==> config.mk <==
export PLATFORM = sky130hd
export DESIGN_NAME = rsa_sequencer
export DESIGN_NICKNAME = d
export VERILOG_FILES = /design/src/rtl/rsa_sequencer.sv
export SDC_FILE = /design/constraint.sdc
export NUM_CORES = 1
export LEC_CHECK = 0
export BUFFER_PORTS_ARGS = -buffer_cell sky130_fd_sc_hd__buf_2
export CORE_MARGIN = 10
export CORE_UTILIZATION = 50
export CTS_CLUSTER_SIZE = 30
export DETAILED_ROUTE_END_ITERATION = 8
export GPL_ROUTABILITY_DRIVEN = 0
export GPL_TIMING_DRIVEN = 0
export PLACE_DENSITY = 0.89
export SETUP_SLACK_MARGIN = 0.2
export SLEW_MARGIN = 15
export SYNTH_ARGS = -nofsm -noshare
export SYNTH_HDL_FRONTEND = slang
export SYNTH_SLANG_ARGS = --single-unit
==> constraint.sdc <==
create_clock -name clk -period 7 [get_ports clk]
set_clock_uncertainty 0.2 [all_clocks]
set_input_delay 0 -clock clk [delete_from_list [all_inputs] [get_ports clk]]
set_output_delay 0 -clock clk [all_outputs]
set_load 0.005 [all_outputs]
==> src/rtl/rsa_sequencer.sv <==
// Sequences RSA core Main through key generation, stage 1 and encryption for one request at a time.
// Latency: accept to rsp_valid = 2 + blank/finish + GAP + 1 + S1_WAIT + GAP + 1 + blank/fin1 + 1 cycles.
// Backpressure: req_ready only in IDLE; the response holds stable until rsp_valid&rsp_ready.
module rsa_sequencer #(
  parameter int TIMEOUT = 4096,
  parameter int GAP     = 4,
  parameter int S1_WAIT = 8
) (
  input  logic        clk,
  input  logic        rst,
  input  logic        req_valid,
  output logic        req_ready,
  input  logic [15:0] req_M,
  input  logic [7:0]  req_p,
  input  logic [7:0]  req_q,
  output logic [15:0] M,
  output logic [7:0]  p,
  output logic [7:0]  q,
  output logic        start,
  output logic        start1,
  output logic        start2,
  input  logic        finish,
  input  logic        fin1,
  input  logic [7:0]  e,
  input  logic [15:0] n,
  input  logic [15:0] d,
  input  logic [15:0] remainder,
  output logic        rsp_valid,
  input  logic        rsp_ready,
  output logic [7:0]  rsp_e,
  output logic [15:0] rsp_n,
  output logic [15:0] rsp_d,
  output logic [15:0] rsp_c,
  output logic [1:0]  rsp_err,
  output logic        busy
);

  localparam int MAXC = (TIMEOUT > GAP) ? ((TIMEOUT > S1_WAIT) ? TIMEOUT : S1_WAIT)
                                        : ((GAP > S1_WAIT) ? GAP : S1_WAIT);
  localparam int CW = $clog2(MAXC + 1);
  localparam logic [CW-1:0] TO_LAST  = CW'(TIMEOUT - 1);
  localparam logic [CW-1:0] GAP_LAST = CW'(GAP - 1);
  localparam logic [CW-1:0] S1_LAST  = CW'(S1_WAIT - 1);

  localparam logic [1:0] ERR_OK   = 2'd0;
  localparam logic [1:0] ERR_ARGS = 2'd1;
  localparam logic [1:0] ERR_TO   = 2'd2;
  localparam logic [1:0] ERR_MGEN = 2'd3;

  typedef enum logic [3:0] {
    ST_IDLE, ST_CHECK, ST_S0_GO, ST_S0_WAIT, ST_GAP0, ST_S1_GO,
    ST_S1_WAIT, ST_GAP1, ST_S2_GO, ST_S2_WAIT, ST_RESP
  } state_t;

  state_t        state, nxt;
  logic [CW-1:0] cnt;
  logic [1:0]    err_nxt;
  logic          accept;
  logic          cap_key;
  logic          cap_c;
  logic          counting;

  // Phase 0 and 1 exits skip the gap state entirely when GAP is zero.
  localparam state_t AFTER_S0 = (GAP == 0) ? ST_S1_GO : ST_GAP0;
  localparam state_t AFTER_S1 = (GAP == 0) ? ST_S2_GO : ST_GAP1;

  assign accept   = (state == ST_IDLE) && req_ready && req_valid;
  assign counting = (state == ST_S0_WAIT) || (state == ST_GAP0) || (state == ST_S1_WAIT) ||
                    (state == ST_GAP1) || (state == ST_S2_WAIT);

  // Next-state, result code and capture strobes; first wait cycle ignores stale done levels.
  always_comb begin
    nxt     = state;
    err_nxt = rsp_err;
    cap_key = 1'b0;
    cap_c   = 1'b0;
    case (state)
      ST_IDLE:    if (accept) nxt = ST_CHECK;
      ST_CHECK: begin
        if ((p < 8'd2) || (q < 8'd2) || (p == q)) begin
          nxt     = ST_RESP;
          err_nxt = ERR_ARGS;
        end else begin
          nxt = ST_S0_GO;
        end
      end
      ST_S0_GO:   nxt = ST_S0_WAIT;
      ST_S0_WAIT: begin
        if ((cnt != '0) && finish) begin
          cap_key = 1'b1;
          if (M >= n) begin
            nxt     = ST_RESP;
            err_nxt = ERR_MGEN;
          end else begin
            nxt = AFTER_S0;
          end
        end else if (cnt == TO_LAST) begin
          nxt     = ST_RESP;
          err_nxt = ERR_TO;
        end
      end
      ST_GAP0:    if (cnt == GAP_LAST) nxt = ST_S1_GO;
      ST_S1_GO:   nxt = ST_S1_WAIT;
      ST_S1_WAIT: if (cnt == S1_LAST) nxt = AFTER_S1;
      ST_GAP1:    if (cnt == GAP_LAST) nxt = ST_S2_GO;
      ST_S2_GO:   nxt = ST_S2_WAIT;
      ST_S2_WAIT: begin
        if ((cnt != '0) && fin1) begin
          cap_c   = 1'b1;
          nxt     = ST_RESP;
          err_nxt = ERR_OK;
        end else if (cnt == TO_LAST) begin
          nxt     = ST_RESP;
          err_nxt = ERR_TO;
        end
      end
      ST_RESP:    if (rsp_valid && rsp_ready) nxt = ST_IDLE;
      default:    nxt = ST_IDLE;
    endcase
  end

  // State register.
  always_ff @(posedge clk or posedge rst) begin
    if (rst) state <= ST_IDLE;
    else     state <= nxt;
  end

  // Control outputs registered from next state so they line up with the state they describe.
  always_ff @(posedge clk or posedge rst) begin
    if (rst) begin
      req_ready <= 1'b0;
      busy      <= 1'b0;
      rsp_valid <= 1'b0;
      start     <= 1'b0;
      start1    <= 1'b0;
      start2    <= 1'b0;
    end else begin
      req_ready <= (nxt == ST_IDLE);
      busy      <= (nxt != ST_IDLE);
      rsp_valid <= (nxt == ST_RESP);
      start     <= (nxt == ST_S0_GO);
      start1    <= (nxt == ST_S1_GO);
      start2    <= (nxt == ST_S2_GO);
    end
  end

  // Shared dwell counter: restarts on every state change, advances only in timed states.
  always_ff @(posedge clk or posedge rst) begin
    if (rst)                cnt <= '0;
    else if (nxt != state)  cnt <= '0;
    else if (counting)      cnt <= cnt + CW'(1);
  end

  // Operand latch on accept, result capture as each phase completes.
  always_ff @(posedge clk or posedge rst) begin
    if (rst) begin
      M       <= '0;
      p       <= '0;
      q       <= '0;
      rsp_e   <= '0;
      rsp_n   <= '0;
      rsp_d   <= '0;
      rsp_c   <= '0;
      rsp_err <= '0;
    end else if (accept) begin
      M       <= req_M;
      p       <= req_p;
      q       <= req_q;
      rsp_e   <= '0;
      rsp_n   <= '0;
      rsp_d   <= '0;
      rsp_c   <= '0;
      rsp_err <= '0;
    end else begin
      rsp_err <= err_nxt;
      if (cap_key) begin
        rsp_e <= e;
        rsp_n <= n;
        rsp_d <= d;
      end
      if (cap_c) rsp_c <= remainder;
    end
  end

endmodule

==> results of run 1 <==
## sequential cells by signal, indices dropped and copies added (netlist names)
| signal | flops |
|---|---|
| p | 8 |
| rsp_valid | 1 |
| rsp_err | 2 |
| M | 16 |
| start1 | 1 |
| rsp_n | 16 |
| rsp_c | 16 |
| rsp_d | 16 |
| rsp_e | 8 |
| state | 4 |
| start2 | 1 |
| q | 8 |
| req_ready | 1 |
| start | 1 |
| busy | 1 |
| cnt | 13 |
## final cells by class
class / instances / area [um2] / area share, %
Sequential cell: 113 / 2828 / 34.49
Multi-Input combinational cell: 448 / 2384 / 29.08
Timing Repair Buffer: 289 / 1964 / 23.96
Clock buffer: 19 / 431.7 / 5.266
Tap cell: 140 / 175.2 / 2.137
Buffer: 35 / 157.7 / 1.923
Clock inverter: 13 / 152.6 / 1.862
Inverter: 24 / 95.09 / 1.160
Antenna cell: 4 / 10.01 / 0.1221
## cells in the final DEF (no fill, tap or decap), types with 4 or more instances in the layout
master,count
nand4_1,14
a21oi_1,18
inv_6,4
or4_1,5
diode_2,4
dfrtp_1,113
ha_1,18
clkbuf_16,16
nand3_1,4
nor2_1,20
xnor2_1,15
buf_4,6
nor4_1,4
o21ai_0,62
inv_1,23
xor2_1,6
dlygate4sd3_1,99
clkinv_4,5
nand2_1,232
clkbuf_1,24
buf_2,192
## path summary, 6_finish.rpt
path,depth (start not counted),end,from
max,8,busy,M[13]
min,4,M[0],req_valid
max reg2reg,8,busy,M[13]
min reg2reg,2,rsp_n[12],rsp_n[12]
max in group asynchronous,5,rsp_d[0],rst
min in group asynchronous,4,p[0],rst
## worst max-delay path, cell delays in order (launching register included)
cell,delay (ns)
dfrtp_1,0.42
ha_1,0.33
a211oi_1,0.29
nor2_1,0.10
nor4_1,0.25
o211a_1,0.32
o31ai_2,0.13
or3_4,0.44
or4_1,0.48
## power breakdown
part	internal (mW)	switching [mW]	total (mW)	leakage [nW]
sequential	0.893	0.188	1.08	1.49
clock	0.521	0.325	0.846	0.276
combinational	0.511	0.643	1.15	2.43
total	1.93	1.16	3.08	4.20
## cell families after synthesis
| family | after synthesis |
|---|---|
| compound gates | 101 |
| xor+xnor | 22 |
| fa+ha+maj | 18 |
| buf+inv | 59 |
| flops | 113 |
| mux | 1 |
| simple gates | 306 |
## synthesized netlist by cell type (2+ instances only)
cell type    n  area, um2
nor2_1      20      75.07
xnor2_1     15      131.4
nand2_1    232      870.8
nor4_2       2      25.02
buf_2        3      15.01
buf_4        6      45.04
dfrtp_1    113       2828
a21oi_1     18      90.09
nand3_1      4      20.02
a221oi_1     2      17.52
clkbuf_1    23      86.33
inv_1       24      90.09
and3_1       3      18.77
xor2_1       6      52.55
nand4_1     14      87.58
ha_1        18      225.2
o211a_1      2      20.02
buf_1        3      11.26
nor4_1       4      25.02
nor2b_1      3      18.77
o21ai_0     62      310.3
or4_1        5      37.54
nor3_1       3      15.01
## metal layers
metal | global-route usage (%) | part of all wire (%) | vias to the layer above
met5 | 0 | 0 | -
met4 | 13.23 | 4.3 | 0
met3 | 8.128 | 8.9 | 84
met2 | 43.15 | 50 | 374
met1 | 27.75 | 36 | 2804
li1 | - | - | 2682
## stage by stage
stage	cell area [um2]	total power, mW	utilization, %	instances
after global routing	8198	3.268	76.29	1085
after floorplan	5459	1.671	-	620
after global placement	6580	2.084	61.24	949
final	8198	3.081	76.29	1085
after CTS	8188	3.043	76.20	1081
after detailed placement	6613	2.135	61.54	950
## timing repair
item | 4_1_cts | 5_1_grt
endpoints found under the hold margin | 212 | 0
setup buffers | 0 | 0
hold buffers | 99 | 0
setup endpoints to repair | 0 | 0
==> out/results.tsv, run 1 <==
metric	value	unit
status	finished with violations	
violations	negative hold slack	
ioPinCount	190	
worst-slew-pin-transition	0.5823	ns
pre_cts_ws	3.979	ns
port_buffers	189	
synthesis.nets	732	
synth.distinct_cells	58	
setup_slack	3.911	ns
cts_root_buf	clkbuf_8	
period_share	44.13	%
ant_nets	0	
setup_viol	0	
period_needed	3.089	ns
max_slew_margin	60.92	%
synth-seq-cells	113	
cap_violations	0	
core	10750	um2
hold_violations	1	
power_density	375.8	nW/um2
grt_max_degree	59	
cts_buffers	17	
grt_overflow	0	
wl	20370	um
num_rows	38	
drcViolationCount	0	
avgRoutedWirePerCell	18.77	um
cts_htree_levels	4	
dieArea	15500	um2
die-width	124.5	um
die_y	124.5	um
syn_inst	620	
synth_top_family_by_area	simple AND/OR/NAND/NOR gates	
start_util	50.80	%
drv_slew	0	
max_freq	323.7	MHz
cts.sinks	113	
synthSimpleGateAreaFrac	24.85	%
yosysWarnings	0	
finalSetupTns	0	ns
drt_iter0_drc	449	
regToRegSetupSlack	3.91	ns
worstSetupEndpointType	flip-flop	
ir_worst_vdd	0.2212	mV
rsz0062_at_grt	no	
async_flop_share	100.0	%
critPathKind	reg2reg	
grt_pass1_wl	32710	um
firstDrtPassIters	5	
synth_top_flop_cell	dfrtp_1	
synthMuxAreaShare	0.1834	%
hold_slack	-0.00007000	ns
clkTransAtPathRegs	0.06	ns
synth-edff-count	0	
antenna_found_initial	4	
worstSkewPairLatency	0.51	ns
drt-vias-per-instance	5.478	
dp_hpwl	12330	um
cp_max_fo	5	
synth-compound-area-share	10.84	%
grt_usage	25.40	%
yosys.area_share.xor_xnor	3.667	%
cts_max_path_buffers	2	
hold_path.class	in2reg	
leakagePower	4.196	nW
crit_required	7.17	ns
drive_gt1_share	25.82	%
synthAdderAreaFrac	4.126	%
ys_seq_area_share	51.80	%
crit_arrival	3.26	ns
areaGrowthSynthToFinish	50.17	%
cp-start-kind	flip-flop	
cts_tree	yes	
fill_cells	697	
cts_resized	0	
grt_pass1_vias	6345	
dr_total_vias	5944	
nets	1040	
syn_area_per_cell	8.805	um2
netlist_area	5459	um2
(Power assumes the default switching activity.)
==> run 2, diff against run 1 <==
clock period = 2.9 ns   (was 7 ns; I/O delays follow)
==> run 2 against run 1 <==
- the run ends with negative setup slack left
- first-iteration DRC count up 21%
- via count grew 5.1%
- wire length rose by 9.4%
- largest cell class unchanged
- largest power group unchanged
==> out/results.tsv, run 2 (synthesized netlist as in run 1, its figures left out) <==
metric	value	unit
die-width	124.5	um
period_needed	2.961	ns
p_int	4.925	mW
seqPwrFrac	32.2	%
nets	1070	
grt_overflow	0	
grt_max_degree	36	
cts_root_buf	clkbuf_8	
final_common_cell	nand2_1	
cp_max_fo	4	
switchingPower	3.123	mW
clkPwrFrac	24.4	%
dieArea	15500	um2
areaGrowthSynthToFinish	58.63	%
max_freq	337.8	MHz
setup_viol	11	
fill_cells	616	
worst-slew-pin-transition	0.9838	ns
final_util	80.59	%
hold_violations	0	
grt_usage	26.07	%
num_rows	38	
leakagePower	4.372	nW
drv_slew	0	
status	finished with violations	
worstSetupEndpointType	flip-flop	
max_slew_margin	33.85	%
switching_share	38.81	%
dp_hpwl	12260	um
setup_slack	-0.06060	ns
drt_iter0_drc	543	
cts_max_path_buffers	2	
cap_violations	0	
die_y	124.5	um
port_buffers	189	
cts_htree_levels	4	
ir_worst_vdd	0.5259	mV
hold_path.class	in2reg	
critPathKind	reg2reg	
wl	22290	um
start_util	50.80	%
cp-start-kind	flip-flop	
crit_required	3.09	ns
grt_pass1_vias	6354	
violations	negative setup slack	
clkTransAtPathRegs	0.06	ns
final_cell_mix	nand2_1 (232), buf_2 (191), dfrtp_1 (112), dlygate4sd3_1 (101), o21ai_0 (60)	
period_share	102.1	%
drcViolationCount	0	
drt-vias-per-instance	5.606	
worstSkewPairLatency	0.52	ns
cts_buffers	17	
drive_gt1_share	32.03	%
dr_total_vias	6245	
avgRoutedWirePerCell	20.00	um
firstDrtPassIters	7	
rsz0062_at_grt	yes	
finalSetupTns	-0.3341	ns
crit_arrival	3.15	ns
grt_pass1_wl	33380	um
antenna_found_initial	3	
ant_nets	0	
p_comb_share	43.4	%
cts_tree	yes	
power_density	929.4	nW/um2
ioPinCount	190	
cts.sinks	113	
core	10750	um2
-- run 2: cell count changes in the layout (fill, tap and decap cells not counted), moves of 4 or more --
cell	delta
buf_4	+20
a21oi_1	-13
a21oi_2	+13
clkbuf_1	-9
buf_6	+8
clkbuf_2	+8
clkinvlp_4	+4
-- run 2: power by group through the flow --
| stage | Clock (mW) | Combinational, mW | Sequential, mW |
|---|---|---|---|
| 2_1_floorplan | 0 | 1.46 | 2.58 |
| 3_3_place_gp | 0 | 2.47 | 2.55 |
| 3_5_place_dp | 0 | 2.57 | 2.58 |
| 4_1_cts | 1.95 | 2.98 | 2.54 |
| 5_1_grt | 2.05 | 3.77 | 2.65 |
| 6_report | 1.96 | 3.49 | 2.59 |
-- run 2: final cells by class --
type | count | area, um2 | area share [%]
sequential | 113 | 2829 | 32.67
multi-input combinational | 448 | 2584 | 29.84
timing repair buffer | 319 | 2231 | 25.76
clock buffer | 18 | 417.9 | 4.826
buffer | 35 | 188.9 | 2.182
tap | 140 | 175.2 | 2.023
clock inverter | 14 | 132.6 | 1.532
inverter | 24 | 93.84 | 1.084
antenna | 3 | 7.507 | 0.08669
-- run 2: worst paths after layout --
path                       cells past startpoint     start  slack, ns       end
max reg2reg                                    8      M[6]      -0.06      busy
min                                            4  req_p[7]       0.02      p[7]
min in group asynchronous                      4       rst       0.53  rsp_d[3]
max in group asynchronous                      5       rst       1.41  rsp_n[1]
max                                            8      M[6]      -0.06      busy
min reg2reg                                    2  rsp_e[5]       0.32  rsp_e[5]
-- run 2: what timing repair did --
action	CTS	global route
gates resized for setup	29	42
pin swaps	25	14
cloned	2	0
hold buffers	101	0
setup buffers	12	12
setup endpoints to repair	29	62
hold endpoints to repair	211	0
-- run 2: metrics by stage --
stage,total power [mW],setup WS [ns],hold slack [ns],std cells,instance area (um2)
floorplan,4.033,0.2060,-0.09456,620,5463
global placement,5.028,-0.1205,-0.01053,949,6584
detailed placement,5.151,-0.1420,-0.1199,952,6644
CTS,7.476,0.09013,0.001118,1099,8434
global route,8.471,-0.09854,0.03053,1114,8660
finish,8.048,-0.06060,0.01656,1114,8660
-- run 2: worst max-delay path, cell delays in order (launching register included) --
cell	delay, ns
dfrtp_1	0.39
ha_1	0.37
and3_4	0.22
a221oi_2	0.28
or4_4	0.17
o211a_4	0.19
o31ai_4	0.09
or3_4	0.37
or4_4	0.53
-- run 2: layer usage --
layer  global-route usage (%)  up-vias  part of all wire [%]
met5                        0        -                     0
met4                    12.20        0                   4.6
met1                    29.11     2976                    36
li1                         -     2741                     -
met3                    7.617       98                   8.4
met2                    44.73      430                    51
